$ cat src/rtl/shift_left_seq.sv
// Iterative one-bit-per-clock left shifter with a start/done handshake.
// Define SHL_ROTATE_EN to honour the rot input (rotate-left); otherwise logical shift only.
module shift_left_seq #(
   parameter int unsigned WIDTH = 32,
   parameter int unsigned SHW   = 5
) (
   input  logic             clk,
   input  logic             clr,
   input  logic             start,
   input  logic [WIDTH-1:0] B,
   input  logic [SHW-1:0]   shifts,
   input  logic             rot,
   output logic             busy,
   output logic             done,
   output logic [WIDTH-1:0] Result
);

   typedef enum logic [1:0] {
      S_IDLE  = 2'd0,
      S_SHIFT = 2'd1,
      S_DONE  = 2'd2
   } state_t;

   state_t           state, state_nx;
   logic [WIDTH-1:0] acc, acc_nx, acc_shl, result_nx;
   logic [SHW-1:0]   cnt, cnt_nx;
   logic             busy_nx, done_nx;
   logic             fill;

`ifdef SHL_ROTATE_EN
   logic rot_q, rot_nx;

   // Rotate feeds the MSB back into bit 0; logical mode zero-fills.
   assign fill = rot_q & acc[WIDTH-1];

   always_ff @(posedge clk) begin
      if (clr) rot_q <= 1'b0;
      else     rot_q <= rot_nx;
   end
`else
   logic [1:0] unused_bits;

   assign unused_bits = {rot, acc[WIDTH-1]};
   assign fill        = 1'b0;
`endif

   assign acc_shl = {acc[WIDTH-2:0], fill};

   // State register
   always_ff @(posedge clk) begin
      if (clr) state <= S_IDLE;
      else     state <= state_nx;
   end

   // Next-state logic
   always_comb begin
      state_nx = state;
      case (state)
         S_IDLE: begin
            if (start) state_nx = (shifts == '0) ? S_DONE : S_SHIFT;
         end
         S_SHIFT: begin
            if (cnt == SHW'(1)) state_nx = S_DONE;
         end
         S_DONE:  state_nx = S_IDLE;
         default: state_nx = S_IDLE;
      endcase
   end

   // Datapath and output next values; Result only changes on the edge entering DONE
   always_comb begin
      acc_nx    = acc;
      cnt_nx    = cnt;
      result_nx = Result;
`ifdef SHL_ROTATE_EN
      rot_nx    = rot_q;
`endif
      case (state)
         S_IDLE: begin
            if (start) begin
               acc_nx = B;
               cnt_nx = shifts;
`ifdef SHL_ROTATE_EN
               rot_nx = rot;
`endif
               if (shifts == '0) result_nx = B;
            end
         end
         S_SHIFT: begin
            acc_nx = acc_shl;
            cnt_nx = cnt - SHW'(1);
            if (cnt == SHW'(1)) result_nx = acc_shl;
         end
         default: begin
            acc_nx = acc;
         end
      endcase
      busy_nx = (state_nx != S_IDLE);
      done_nx = (state_nx == S_DONE);
   end

   // Datapath and output registers
   always_ff @(posedge clk) begin
      if (clr) begin
         acc    <= '0;
         cnt    <= '0;
         Result <= '0;
         busy   <= 1'b0;
         done   <= 1'b0;
      end else begin
         acc    <= acc_nx;
         cnt    <= cnt_nx;
         Result <= result_nx;
         busy   <= busy_nx;
         done   <= done_nx;
      end
   end

endmodule

$ cat config.mk
export PLATFORM = sky130hd
export DESIGN_NAME = shift_left_seq
export DESIGN_NICKNAME = d
export VERILOG_FILES = /design/src/rtl/shift_left_seq.sv
export SDC_FILE = /design/constraint.sdc
export NUM_CORES = 1
export LEC_CHECK = 0
export CORE_ASPECT_RATIO = 1.5
export CORE_MARGIN = 5
export CORE_UTILIZATION = 54
export CTS_BUF_LIST = sky130_fd_sc_hd__clkbuf_8
export DETAILED_ROUTE_END_ITERATION = 10
export GPL_TIMING_DRIVEN = 0
export HOLD_SLACK_MARGIN = 0.03
export PLACE_DENSITY_LB_ADDON = 0.05
export SLEW_MARGIN = 20
export SYNTH_ARGS = -nofsm -noshare
export SYNTH_HDL_FRONTEND = slang
export SYNTH_SLANG_ARGS = --single-unit
$ cat constraint.sdc
create_clock -name clk -period 3.3 [get_ports clk]
set_input_delay 0.66 -clock clk [delete_from_list [all_inputs] [get_ports clk]]
set_output_delay 0.66 -clock clk [all_outputs]
set_load 0.05 [all_outputs]
; Yosys cells after proc, flatten, opt, wreduce, memory -nomap -nowiden
; Cells that the tools add are included.
[op_classes]
add_sub_neg = 1
eq_ne = 6
mux = 12
n_reduce_logical = 6
[op_table]
columns = operator, n
row1 = $mux W32, 3
row2 = $pmux W32 S2, 1
row3 = $pmux W31 S2, 1
row4 = $mux W31, 1
row5 = $pmux W5 S2, 1
row6 = $mux W2, 3
row7 = $ne A2 B2 Y1 const B, 3
row8 = $eq A5 B1 Y1 const B, 1
row9 = $logic_not A5 Y1, 1
row10 = $mux W5, 1
row11 = $sub A5 B1 Y5 const B, 1
row12 = $pmux W2 S2, 1
row13 = $reduce_and A4 Y1, 1
row14 = $reduce_bool A2 Y1, 2
row15 = $eq A2 B1 Y1 const B, 1
row16 = $eq A2 B2 Y1 const B, 1
row17 = $logic_not A2 Y1, 1
row18 = $reduce_and A2 Y1, 1
[word_totals]
ff_bits = 72
inputBits = 41
output_inout_bits = 34
wordCells = 31

; Longest topological paths before layout
[logic_depth]
depth_word = 5
mapped_depth = 8
ltp_nobuf = 6

; Worst setup path after synthesis
; No wires, ideal clock.
[synth_timing]
path_type = in2reg
startpoint = in shifts[2]
endpoint = reg Result[15]
setup_time_ps = 81
arrival_ps = 2018
required_time_ps = 3219
setup_slack_ps = 1201
cell_stages = 6
path_buffers = 2
path_cell_list = or4_1 > o32ai_2 > buf_6 > buf_6 > nor2_1 > a211oi_2
[synth_between]
elab_chain_len = 3
[synth_lines]
columns = element, line
row1 = from (decl), 11  ; input logic [SHW-1:0] shifts,
row2 = $logic_not A5 Y1, 86  ; if (shifts == '0) result_nx = B;
row3 = $ne A2 B2 Y1 (no line), n/a
row4 = $reduce_and A4 Y1 (no line), n/a
row5 = to (signal assigned), 113  ; Result <= result_nx;
row6 = to (decl), 15  ; output logic [WIDTH-1:0] Result
; Every way passes these cells.
; A chain may end at the register's enable or synchronous reset.

; Worst setup path in the final report
[layout_timing]
startpoint = in shifts[2]
endpoint = reg Result[10]
; Same word-level chain as after synthesis.

==> flow_metrics.env <==
export IMPL_routed_wl_mm=7.16
export IMPL_gp_congestion=0.782
export IMPL_status="finished, final reports clean"
export IMPL_layout_common_cells="dfxtp_1, clkdlybuf4s50_1, nor2_1"
export IMPL_grt_pass1_vias=2523
export IMPL_cp_end_kind="flop"
export IMPL_period_share_pct=70.5
export IMPL_syn_inst=303
export IMPL_synth_yosys_seq_area_share_pct=48.2
export IMPL_synth_top_family_by_area="compound AO/OA/AOI/OAI gates"
export IMPL_syn_to_final_growth_pct=33.7
export IMPL_yosys_area_top_type="dfxtp_1"
export IMPL_rows=33
export IMPL_tns_ns=0
export IMPL_synth_avg_cell_area_sq_um=9.87
export IMPL_final_cells=461
export IMPL_crit_required_ns=3.55
export IMPL_power_mw=2.10
export IMPL_syn_num_nets=346
export IMPL_slew_headroom_pct=47.5
export IMPL_die_area_sq_um=7150
export IMPL_track_usage_pct=21.2
export IMPL_fp_coreArea_sq_um=5410
export IMPL_ctsHoldBuffers=0
export IMPL_fmax_mhz=430
export IMPL_whs_ns=0.499
export IMPL_crit_fanout=10
export IMPL_rsz0062_at_grt="no"
export IMPL_cp_arrival_ns=2.58
export IMPL_nFillCells=407
export IMPL_detail_route_antenna_nets=0
export IMPL_synth_fa_ha_area_share_pct=0.837
export IMPL_clk_latency_ns=0.34
export IMPL_power_density_nw_per_um2=525
export IMPL_wl_per_cell_um=15.5
export IMPL_cts_tree="built"
export IMPL_antenna_cells=0
export IMPL_netlist_area_sq_um=2990
export IMPL_drv_slew=0
export IMPL_cap_viol_max_count=0
export IMPL_placedCellCount=445
export IMPL_muxShareOfSynthArea_pct=10.7
export IMPL_synth_compound_area_share_pct=22.9
export IMPL_setup_slack_ns=0.972
export IMPL_hold_class="flop to flop"
export IMPL_pin_count=75
export IMPL_ys_top_cells_by_area="dfxtp_1, a211oi_1, mux2i_1"
export IMPL_yosysTopAreaCellShare_pct=48.2
export IMPL_vias=2526
export IMPL_critPathKind="input port to flop"
export IMPL_synth_seq_cells=72
export IMPL_portBuffers=72
export IMPL_clock_path_buffers=2
export IMPL_hold_viol_final=0
export IMPL_clk_pin_slew_ns=0.08
export IMPL_fin_util_pct=73.9
export IMPL_ctsRootBufferMaster="clkbuf_8"
export IMPL_final_area_sq_um=4000
export IMPL_leakage_nw=1.56
export IMPL_post_cts_buffers=0
export IMPL_synth_simple_area_share_pct=12.1
export IMPL_antenna_found_initial=0
export IMPL_die_h_um=101
export IMPL_post_route_min_period_ns=2.33
export IMPL_dpl_instance_area_sq_um=3800
export IMPL_synth_edff_count=0
export IMPL_startpoint_type="input port"
export IMPL_drive_gt1_share_pct=11.8
export IMPL_start_util_pct=55.3
export IMPL_cts_made_buffers=9
export IMPL_worst_pin_slew_ns=0.787
export IMPL_seq_area_sq_um=1440
export IMPL_die_w_um=70.7
export IMPL_grt_first_pass_wirelength_mm=12.0
export IMPL_firstDrtPassIters=4
export IMPL_via_per_inst=5.48
export IMPL_remaining_drc_errors=0
export IMPL_drt_iter0_drc=125
export IMPL_synthXorXnorAreaFrac_pct=0
export IMPL_htree_levels=3
export IMPL_ys_async_sr_fraction_pct=0
export IMPL_dp_hpwl_mm=5.25
export IMPL_synth_cell_types=31
export IMPL_cts_sinks=72
export IMPL_finClkSkew_ns=0.00802
export IMPL_multi_input_area_sq_um=1390
export IMPL_final_setup_viol_count=0
export IMPL_yosys_warnings=0
export IMPL_cts_resized=0
export IMPL_peakVddDrop_v=0.000382
export IMPL_ys_flop_type="dfxtp_1"
export IMPL_grt_overflow=0
export IMPL_place_ws_ns=0.624
export IMPL_nNetsFinal=429
export IMPL_grt_max_degree=13
synthesized netlist by cell type (all sizes together) (2+ instances only):
cell / n
buf: 13
nand2b: 2
nor2b: 3
a21oi: 6
and2: 2
a22oi: 2
a211oi: 64
dfxtp: 72
ha: 2
nor3b: 3
nand2: 2
o21ai: 4
mux2i: 32
nor2: 67
inv: 4
clkbuf: 14
cell type report:
type / count / share of cell area, %
clock inverter: 6 / 1.50
sequential: 72 / 36.1
buffer: 27 / 3.51
multi-input combinational: 200 / 34.9
clock buffer: 10 / 3.45
timing repair buffer: 72 / 18.0
tap: 70 / 2.19
inverter: 4 / 0.376
power breakdown:
| group | leakage (nW) | switching [mW] | internal [mW] | total [mW] |
|---|---|---|---|---|
| Combinational | 0.862 | 0.248 | 0.179 | 0.428 |
| Clock | 0.103 | 0.330 | 0.366 | 0.696 |
| Sequential | 0.591 | 0.0374 | 0.938 | 0.975 |
cell families after synthesis:
family	Yosys count
multiplexers	32
AO/OA/AOI/OAI	82
flip-flops	72
buffers and inverters	31
AND/OR/NAND/NOR	84
adder cells (fa/ha/maj)	2
flip-flops by register name (all words and copies together), names as in the netlist:
register	count
Result	32
state	2
acc	31
cnt	5
done	1
busy	1
final timing paths:
check                               start          to  slack, ns  cells past startpoint
worst max-delay path            shifts[2]  Result[10]       0.97                      6
worst min-delay path            Result[8]   Result[8]       0.50                      2
worst max register to register   state[0]     acc[12]       1.43                      6
worst min register to register  Result[8]   Result[8]       0.50                      2
layer usage:
metal	GRT usage, %	vias up	share of wire (%)
met5	0	-	0
met2	36.3	65	51
met4	7.53	0	1.7
met3	6.09	12	5.1
li1	-	1252	-
met1	25.2	1197	42
worst max-delay path, stage by stage:
cell	delay [ns]
clkdlybuf4s50_1	0.43
or4_1	0.58
o32ai_2	0.32
buf_2	0.29
nor2_1	0.07
a211oi_1	0.22
No activity file was read; power rests on OpenSTA's default activity.
